$ cat config.mk
export PLATFORM = sky130hd
export DESIGN_NAME = bram_data_loader
export DESIGN_NICKNAME = d
export VERILOG_FILES = /design/src/rtl/bram_data_loader_pkg.sv /design/src/rtl/bram_data_loader_byte_packer.sv /design/src/rtl/bram_data_loader.sv
export SDC_FILE = /design/constraint.sdc
export NUM_CORES = 1
export LEC_CHECK = 0
export ABC_AREA = 1
export BUFFER_PORTS_ARGS = -buffer_cell sky130_fd_sc_hd__buf_4
export CORE_ASPECT_RATIO = 1.1
export CORE_MARGIN = 2
export CORE_UTILIZATION = 58
export DETAILED_ROUTE_END_ITERATION = 8
export GPL_TIMING_DRIVEN = 0
export PLACE_DENSITY = 0.84
export SYNTH_ARGS = -nofsm -noshare
export SYNTH_HDL_FRONTEND = slang
export SYNTH_SLANG_ARGS = --single-unit
$ cat constraint.sdc
create_clock -name CLK -period 2.75 [get_ports CLK]
set_input_delay 0.4125 -clock CLK [delete_from_list [all_inputs] [get_ports CLK]]
set_output_delay 0.4125 -clock CLK [all_outputs]
set_load 0.01 [all_outputs]
$ cat src/rtl/bram_data_loader_pkg.sv
// ---------------------------------------------------------------------------
// bram_data_loader_pkg
// Shared definitions for the BRAM data loader.
//   BYTE_WIDTH : width of one CPU stream byte
//   state_t    : loader FSM states
// ---------------------------------------------------------------------------
package bram_data_loader_pkg;

    localparam int BYTE_WIDTH = 8;

    typedef enum logic [1:0] {
        IDLE    = 2'd0,
        RESTART = 2'd1,
        RECEIVE = 2'd2,
        DONE    = 2'd3
    } state_t;

endpackage

$ cat src/rtl/bram_data_loader_byte_packer.sv
// ---------------------------------------------------------------------------
// bram_data_loader_byte_packer
// Collects CPU bytes into a data_width_in_byte-byte word, little-endian
// (first byte of a word lands in the least significant byte lane).
//
// Optional feature macro: BRAM_DATA_LOADER_PARTIAL_FLUSH_EN
//   defined   : flush with a partially filled word emits it, upper lanes zero
//   undefined : flush silently drops a partial word
//
// Ports
//   clk        in   clock, rising edge
//   rst_n      in   asynchronous active-low reset
//   clear      in   drop any partial word and restart at lane 0
//   accept     in   byte_in is taken this cycle
//   flush      in   end of stream; partial word handled per macro above
//   byte_in    in   data byte
//   word       out  last completed word, held until the next one
//   word_valid out  1-cycle pulse, the cycle after a word completes
//   word_fire  out  combinational: a word completes in this cycle
// ---------------------------------------------------------------------------
module bram_data_loader_byte_packer
    import bram_data_loader_pkg::*;
#(
    parameter int data_width_in_byte = 3
)
(
    input  logic                                     clk,
    input  logic                                     rst_n,
    input  logic                                     clear,
    input  logic                                     accept,
    input  logic                                     flush,
    input  logic [BYTE_WIDTH-1:0]                    byte_in,
    output logic [BYTE_WIDTH*data_width_in_byte-1:0] word,
    output logic                                     word_valid,
    output logic                                     word_fire
);

    localparam int WORD_W = BYTE_WIDTH * data_width_in_byte;
    localparam int CW     = (data_width_in_byte > 1) ? $clog2(data_width_in_byte) : 1;
    localparam logic [CW-1:0] LAST_LANE = CW'(data_width_in_byte - 1);

    logic [CW-1:0]     count_reg;
    logic [WORD_W-1:0] acc_reg;
    logic [WORD_W-1:0] acc_next;
    logic [WORD_W-1:0] word_reg;
    logic              word_valid_reg;
    logic              last_byte;

    // The accumulator is cleared after every word, so lanes not yet
    // written are already zero: a partial word comes out zero-padded.
    genvar gi;
    generate
        for (gi = 0; gi < data_width_in_byte; gi++) begin : g_lane
            assign acc_next[gi*BYTE_WIDTH +: BYTE_WIDTH] =
                (accept && (count_reg == CW'(gi))) ? byte_in
                                                   : acc_reg[gi*BYTE_WIDTH +: BYTE_WIDTH];
        end
    endgenerate

    assign last_byte = accept && (count_reg == LAST_LANE);

`ifdef BRAM_DATA_LOADER_PARTIAL_FLUSH_EN
    logic partial_pending;
    // A byte accepted in the flush cycle counts toward the partial word.
    assign partial_pending = flush && !last_byte && (accept || (count_reg != '0));
    assign word_fire       = last_byte || partial_pending;
`else
    assign word_fire       = last_byte;
`endif

    always_ff @(posedge clk or negedge rst_n) begin
        if (!rst_n) begin
            count_reg      <= '0;
            acc_reg        <= '0;
            word_reg       <= '0;
            word_valid_reg <= 1'b0;
        end else begin
            word_valid_reg <= word_fire;
            if (word_fire) begin
                word_reg <= acc_next;
            end
            if (clear || flush || word_fire) begin
                count_reg <= '0;
                acc_reg   <= '0;
            end else if (accept) begin
                count_reg <= count_reg + 1'b1;
                acc_reg   <= acc_next;
            end
        end
    end

    assign word       = word_reg;
    assign word_valid = word_valid_reg;

endmodule

$ cat src/rtl/bram_data_loader.sv
// ---------------------------------------------------------------------------
// bram_data_loader
// Loads a song data block from the CPU byte stream into a BRAM write port.
// sig_on starts a load: restart is held for restarting_timeout cycles, then
// bytes are accepted on data_ready, packed into words and written at
// incrementing addresses. sig_done pulses once all writes are out.
//
// Optional feature macro: BRAM_DATA_LOADER_PARTIAL_FLUSH_EN
//   defined   : trailing partial word is zero-padded and written
//   undefined : trailing partial word is discarded
//
// Ports
//   CLK, RESET_L       clock / asynchronous active-low reset
//   bram_addr_w        BRAM write address (held between writes)
//   bram_data_in       BRAM write data (held between writes)
//   bram_en_w          1-cycle write pulse per word
//   sig_on             start pulse (ignored unless idle)
//   sig_done           1-cycle completion pulse
//   restart            CPU restart request level
//   init_index         song index latched at start
//   init_aux_info      constant static_init_aux_info
//   request_data       high while bytes are accepted
//   data_ready         byte strobe for cpu_data_in
//   cpu_data_in        CPU data byte
//   transmit_finished  CPU end-of-stream
//   song_selection     song to load
// ---------------------------------------------------------------------------
module bram_data_loader
    import bram_data_loader_pkg::*;
#(
    parameter int         addr_width           = 13,
    parameter int         data_width_in_byte   = 3,
    parameter logic [7:0] static_init_aux_info = 8'b00000000,
    parameter int         restarting_timeout   = 5
)
(
    input  logic                                     CLK,
    input  logic                                     RESET_L,
    output logic [addr_width-1:0]                    bram_addr_w,
    output logic [BYTE_WIDTH*data_width_in_byte-1:0] bram_data_in,
    output logic                                     bram_en_w,
    input  logic                                     sig_on,
    output logic                                     sig_done,
    output logic                                     restart,
    output logic [7:0]                               init_index,
    output logic [7:0]                               init_aux_info,
    output logic                                     request_data,
    input  logic                                     data_ready,
    input  logic [7:0]                               cpu_data_in,
    input  logic                                     transmit_finished,
    input  logic [7:0]                               song_selection
);

    localparam int WORD_W = BYTE_WIDTH * data_width_in_byte;
    localparam int TW     = (restarting_timeout > 1) ? $clog2(restarting_timeout) : 1;
    localparam logic [TW-1:0] TMO_LAST = TW'(restarting_timeout - 1);

    state_t              state_reg;
    state_t              state_next;
    logic [TW-1:0]       tmo_reg;
    logic [addr_width-1:0] addr_cnt_reg;
    logic [addr_width-1:0] addr_out_reg;
    logic [7:0]          init_index_reg;

    logic                pk_clear;
    logic                pk_accept;
    logic                pk_flush;
    logic                pk_valid;
    logic                pk_fire;
    logic [WORD_W-1:0]   pk_word;

    bram_data_loader_byte_packer #(
        .data_width_in_byte (data_width_in_byte)
    ) u_packer (
        .clk        (CLK),
        .rst_n      (RESET_L),
        .clear      (pk_clear),
        .accept     (pk_accept),
        .flush      (pk_flush),
        .byte_in    (cpu_data_in),
        .word       (pk_word),
        .word_valid (pk_valid),
        .word_fire  (pk_fire)
    );

    always_ff @(posedge CLK or negedge RESET_L) begin
        if (!RESET_L) begin
            state_reg <= IDLE;
        end else begin
            state_reg <= state_next;
        end
    end

    // Counts cycles spent in RESTART; zero on entry.
    always_ff @(posedge CLK or negedge RESET_L) begin
        if (!RESET_L) begin
            tmo_reg <= '0;
        end else if (state_reg != RESTART) begin
            tmo_reg <= '0;
        end else begin
            tmo_reg <= tmo_reg + 1'b1;
        end
    end

    always_ff @(posedge CLK or negedge RESET_L) begin
        if (!RESET_L) begin
            init_index_reg <= 8'd0;
        end else if ((state_reg == IDLE) && sig_on) begin
            init_index_reg <= song_selection;
        end
    end

    // addr_out_reg captures the word address in the same cycle the packer
    // registers the word, so both appear together with bram_en_w and hold
    // afterwards. The running address wraps naturally at 2^addr_width.
    always_ff @(posedge CLK or negedge RESET_L) begin
        if (!RESET_L) begin
            addr_cnt_reg <= '0;
            addr_out_reg <= '0;
        end else if (pk_clear) begin
            addr_cnt_reg <= '0;
        end else if (pk_fire) begin
            addr_out_reg <= addr_cnt_reg;
            addr_cnt_reg <= addr_cnt_reg + 1'b1;
        end
    end

    always_comb begin
        state_next   = state_reg;
        pk_clear     = 1'b0;
        pk_accept    = 1'b0;
        pk_flush     = 1'b0;
        restart      = 1'b0;
        request_data = 1'b0;
        sig_done     = 1'b0;
        case (state_reg)
            IDLE: begin
                if (sig_on) begin
                    pk_clear   = 1'b1;
                    state_next = RESTART;
                end
            end
            RESTART: begin
                restart = 1'b1;
                if (tmo_reg == TMO_LAST) begin
                    state_next = RECEIVE;
                end
            end
            RECEIVE: begin
                request_data = 1'b1;
                pk_accept    = data_ready;
                if (transmit_finished) begin
                    pk_flush   = 1'b1;
                    state_next = DONE;
                end
            end
            DONE: begin
                // A word completed in the finishing cycle is written in the
                // first DONE cycle; completion is reported after it.
                if (!pk_valid) begin
                    sig_done   = 1'b1;
                    state_next = IDLE;
                end
            end
            default: state_next = IDLE;
        endcase
    end

    assign bram_addr_w   = addr_out_reg;
    assign bram_data_in  = pk_word;
    assign bram_en_w     = pk_valid;
    assign init_index    = init_index_reg;
    assign init_aux_info = static_init_aux_info;

endmodule

==> qor.txt <==
Status = finished, final reports clean
Grt ovf = 0
Routability-driven placement congestion ratio = 0.8433
RSZ-0062 raised after global routing = false
Post_cts resized = 0
Postcts setup bufs = 0
Clock skew = 0.01491 ns
Critical-path maximum fanout = 10
Largest net degree at the start of global routing = 83
R2r endpoint = u_packer.word[3]
Final HPWL DP = 5557 um
Top Ports = 78
Reg clk slew, reported paths = 0.09 ns
Synth unique cells = 21
Root Buffer = clkbuf_8
Worst R2R Start = state_reg[0]
P_leak = 0.002451 uW
Pwr dens = 890.0 nW/um2
Die Wd = 79.08 um
Tightest Pin Transition = 0.9864 ns
CP Launch Type = register
ANT nets after route = 0
Core Region = 6081 um2
Number of buffers created by CTS = 9
Post-route cell area = 4448 um2
Fraction of layout cells with a size suffix above 1 = 0.2148
Clock Tree Buf Depth = 2
Clock latency on the worst-skew pair = 0.36 ns
Wirelength per Cell = 13.31 um
DIE AREA = 6847 um2
Placement-stage cell area = 4240 um2
R2R depth = 8
Slew HR = 0.3424
Maximum VDD drop = 0.0005204 V
Hold_buf cts = 0
Post-Syn Area per Cell = 8.562 um2
DRC = 0
Hold/Removal Path Class = input port to asynchronous set/reset pin
R2r setup slk = 0.99 ns
Worst EP required = 2.97 ns
Final Hold Violating Endpoints = 0
Max cap viols = 0
Vias in the first global route = 2868
Slew Viols, Final = 0
Cell Rows = 30
First-pass GRT wire length = 13190 um
Register area share after synthesis = 0.5706
H-tree depth = 3
Drt via density = 5.091
Port Buffer Count = 69
Die Y = 86.59 um
Area Overhead vs Synth = 23.70%
Critical path origin = state_reg[0]
Flops & latches, synth = 82
Period utilization = 0.6399
Pre-Repair DR Iteration Count = 4
CTS tree = done
Post-route setup TNS = 0 ns
GRT Total Usage = 0.2494
Fmax = 568.2 MHz
Kind of critical path = register to register
Top cells by area, synth = dfrtp_1, nand2_1, inv_1
Cell taking the most area after synthesis = dfrtp_1
Initial Util = 0.5914
Fin crit period = 1.760 ns
Drt initial violations = 194
Max reg flops = 24
Critical path arrival = 1.98 ns
Post-Synthesis Cells = 420
Mapped Area = 3596 um2
Final #Nets = 538
Setup crit end kind = register
Clk sinks = 82
Synth warnings = 0
Top-area cell type share of the netlist area = 0.5706
Via Count = 3014
Setup Viol. Count Final = 0
Routed Wire Length = 7881 um
Inserted Diodes = 0
Initial antenna violation count = 0
area by class of cell:
cell class                 instances  area, um2
tap                               80      100.1
fill                             464       1633
inverter                          46      172.7
sequential                        82       2052
clock inverter                     7      83.83
multi-input combinational        277       1260
timing repair buffer              69      518.0
buffer                            22      137.6
clock buffer                       9      123.9
through the flow:
stage,worst slack [ns],std cells,hold slack (ns),total power (uW),util
3_3_place_gp,1.060,576,0.4474,2992,0.6973
4_1_cts,0.9727,592,0.2391,3987,0.7315
3_5_place_dp,0.9976,576,0.4623,3072,0.6973
6_report,0.9901,592,0.2118,3959,0.7315
5_1_grt,0.8295,592,0.2592,4241,0.7315
2_1_floorplan,1.173,427,0.1169,2482,-
worst max-delay path: stages, from the launching register on:
cell	delay [ns]
dfrtp_1	0.41
inv_1	0.10
ha_1	0.28
nand2_1	0.14
inv_2	0.11
nand2_2	0.12
buf_6	0.17
o21ai_1	0.18
o21ai_0	0.11
logic make-up after synthesis:
| group | after synthesis | share of synthesized area |
|---|---|---|
| DFF | 82 | 0.5706 |
| AOI/OAI and AO/OA | 59 | 0.08281 |
| and+or+nand+nor | 200 | 0.2244 |
| buffers and inverters | 68 | 0.08629 |
| other | 1 | 0.001043 |
| adders and majority gates | 10 | 0.03479 |
layer usage:
metal / GRT usage / wire length [um] / vias up
li1: - / - / 1461
met1: 0.3267 / 3211 / 1441
met2: 0.4029 / 3980 / 92
met3: 0.04896 / 496 / 20
met4: 0.1191 / 193 / 0
met5: 0 / 0 / -
synth_stat cells:
cell type  instances
nand2_1          140
dfrtp_1           82
inv_1             42
nor2_1            39
o21ai_1           28
o21ai_0           21
nand3_1           12
ha_1              10
a21oi_1            9
buf_4              9
clkbuf_1           6
buf_2              5
inv_2              4
buf_6              2
nand2_2            2
nand4_1            2
nor2_4             2
nor3_1             2
conb_1             1
nand3_4            1
o31ai_1            1
worst max-delay path by stage:
stage,end,slack (ns),cells past startpoint
final,u_packer.word[3],0.99,8
after global routing,u_packer.word[1],0.83,8
after CTS,u_packer.word[3],0.97,8
after detailed placement,u_packer.word[10],1.0,8
after global placement,bram_addr_w[10],1.06,8
after floorplan,u_packer.word[11],1.17,8
report_power, final:
group,switching (uW),total (uW),internal [uW]
clock network,472,907,435
registers,177,1710,1530
logic,765,1340,576
cell usage in the layout (no fill, tap or decap):
cell type / instances
nand2_1: 140
dfrtp_1: 82
buf_4: 78
inv_1: 42
nor2_1: 39
o21ai_1: 28
o21ai_0: 21
nand3_1: 12
ha_1: 10
a21oi_1: 9
clkbuf_8: 9
conb_1: 8
clkbuf_1: 6
buf_2: 5
inv_2: 4
nand2_2: 2
buf_6: 2
nor3_1: 2
nor2_4: 2
nand4_1: 2
clkinv_4: 2
inv_6: 2
nand3_4: 1
o31ai_1: 1
inv_8: 1
bufinv_16: 1
clkinvlp_4: 1
(Power assumes the default switching activity.)
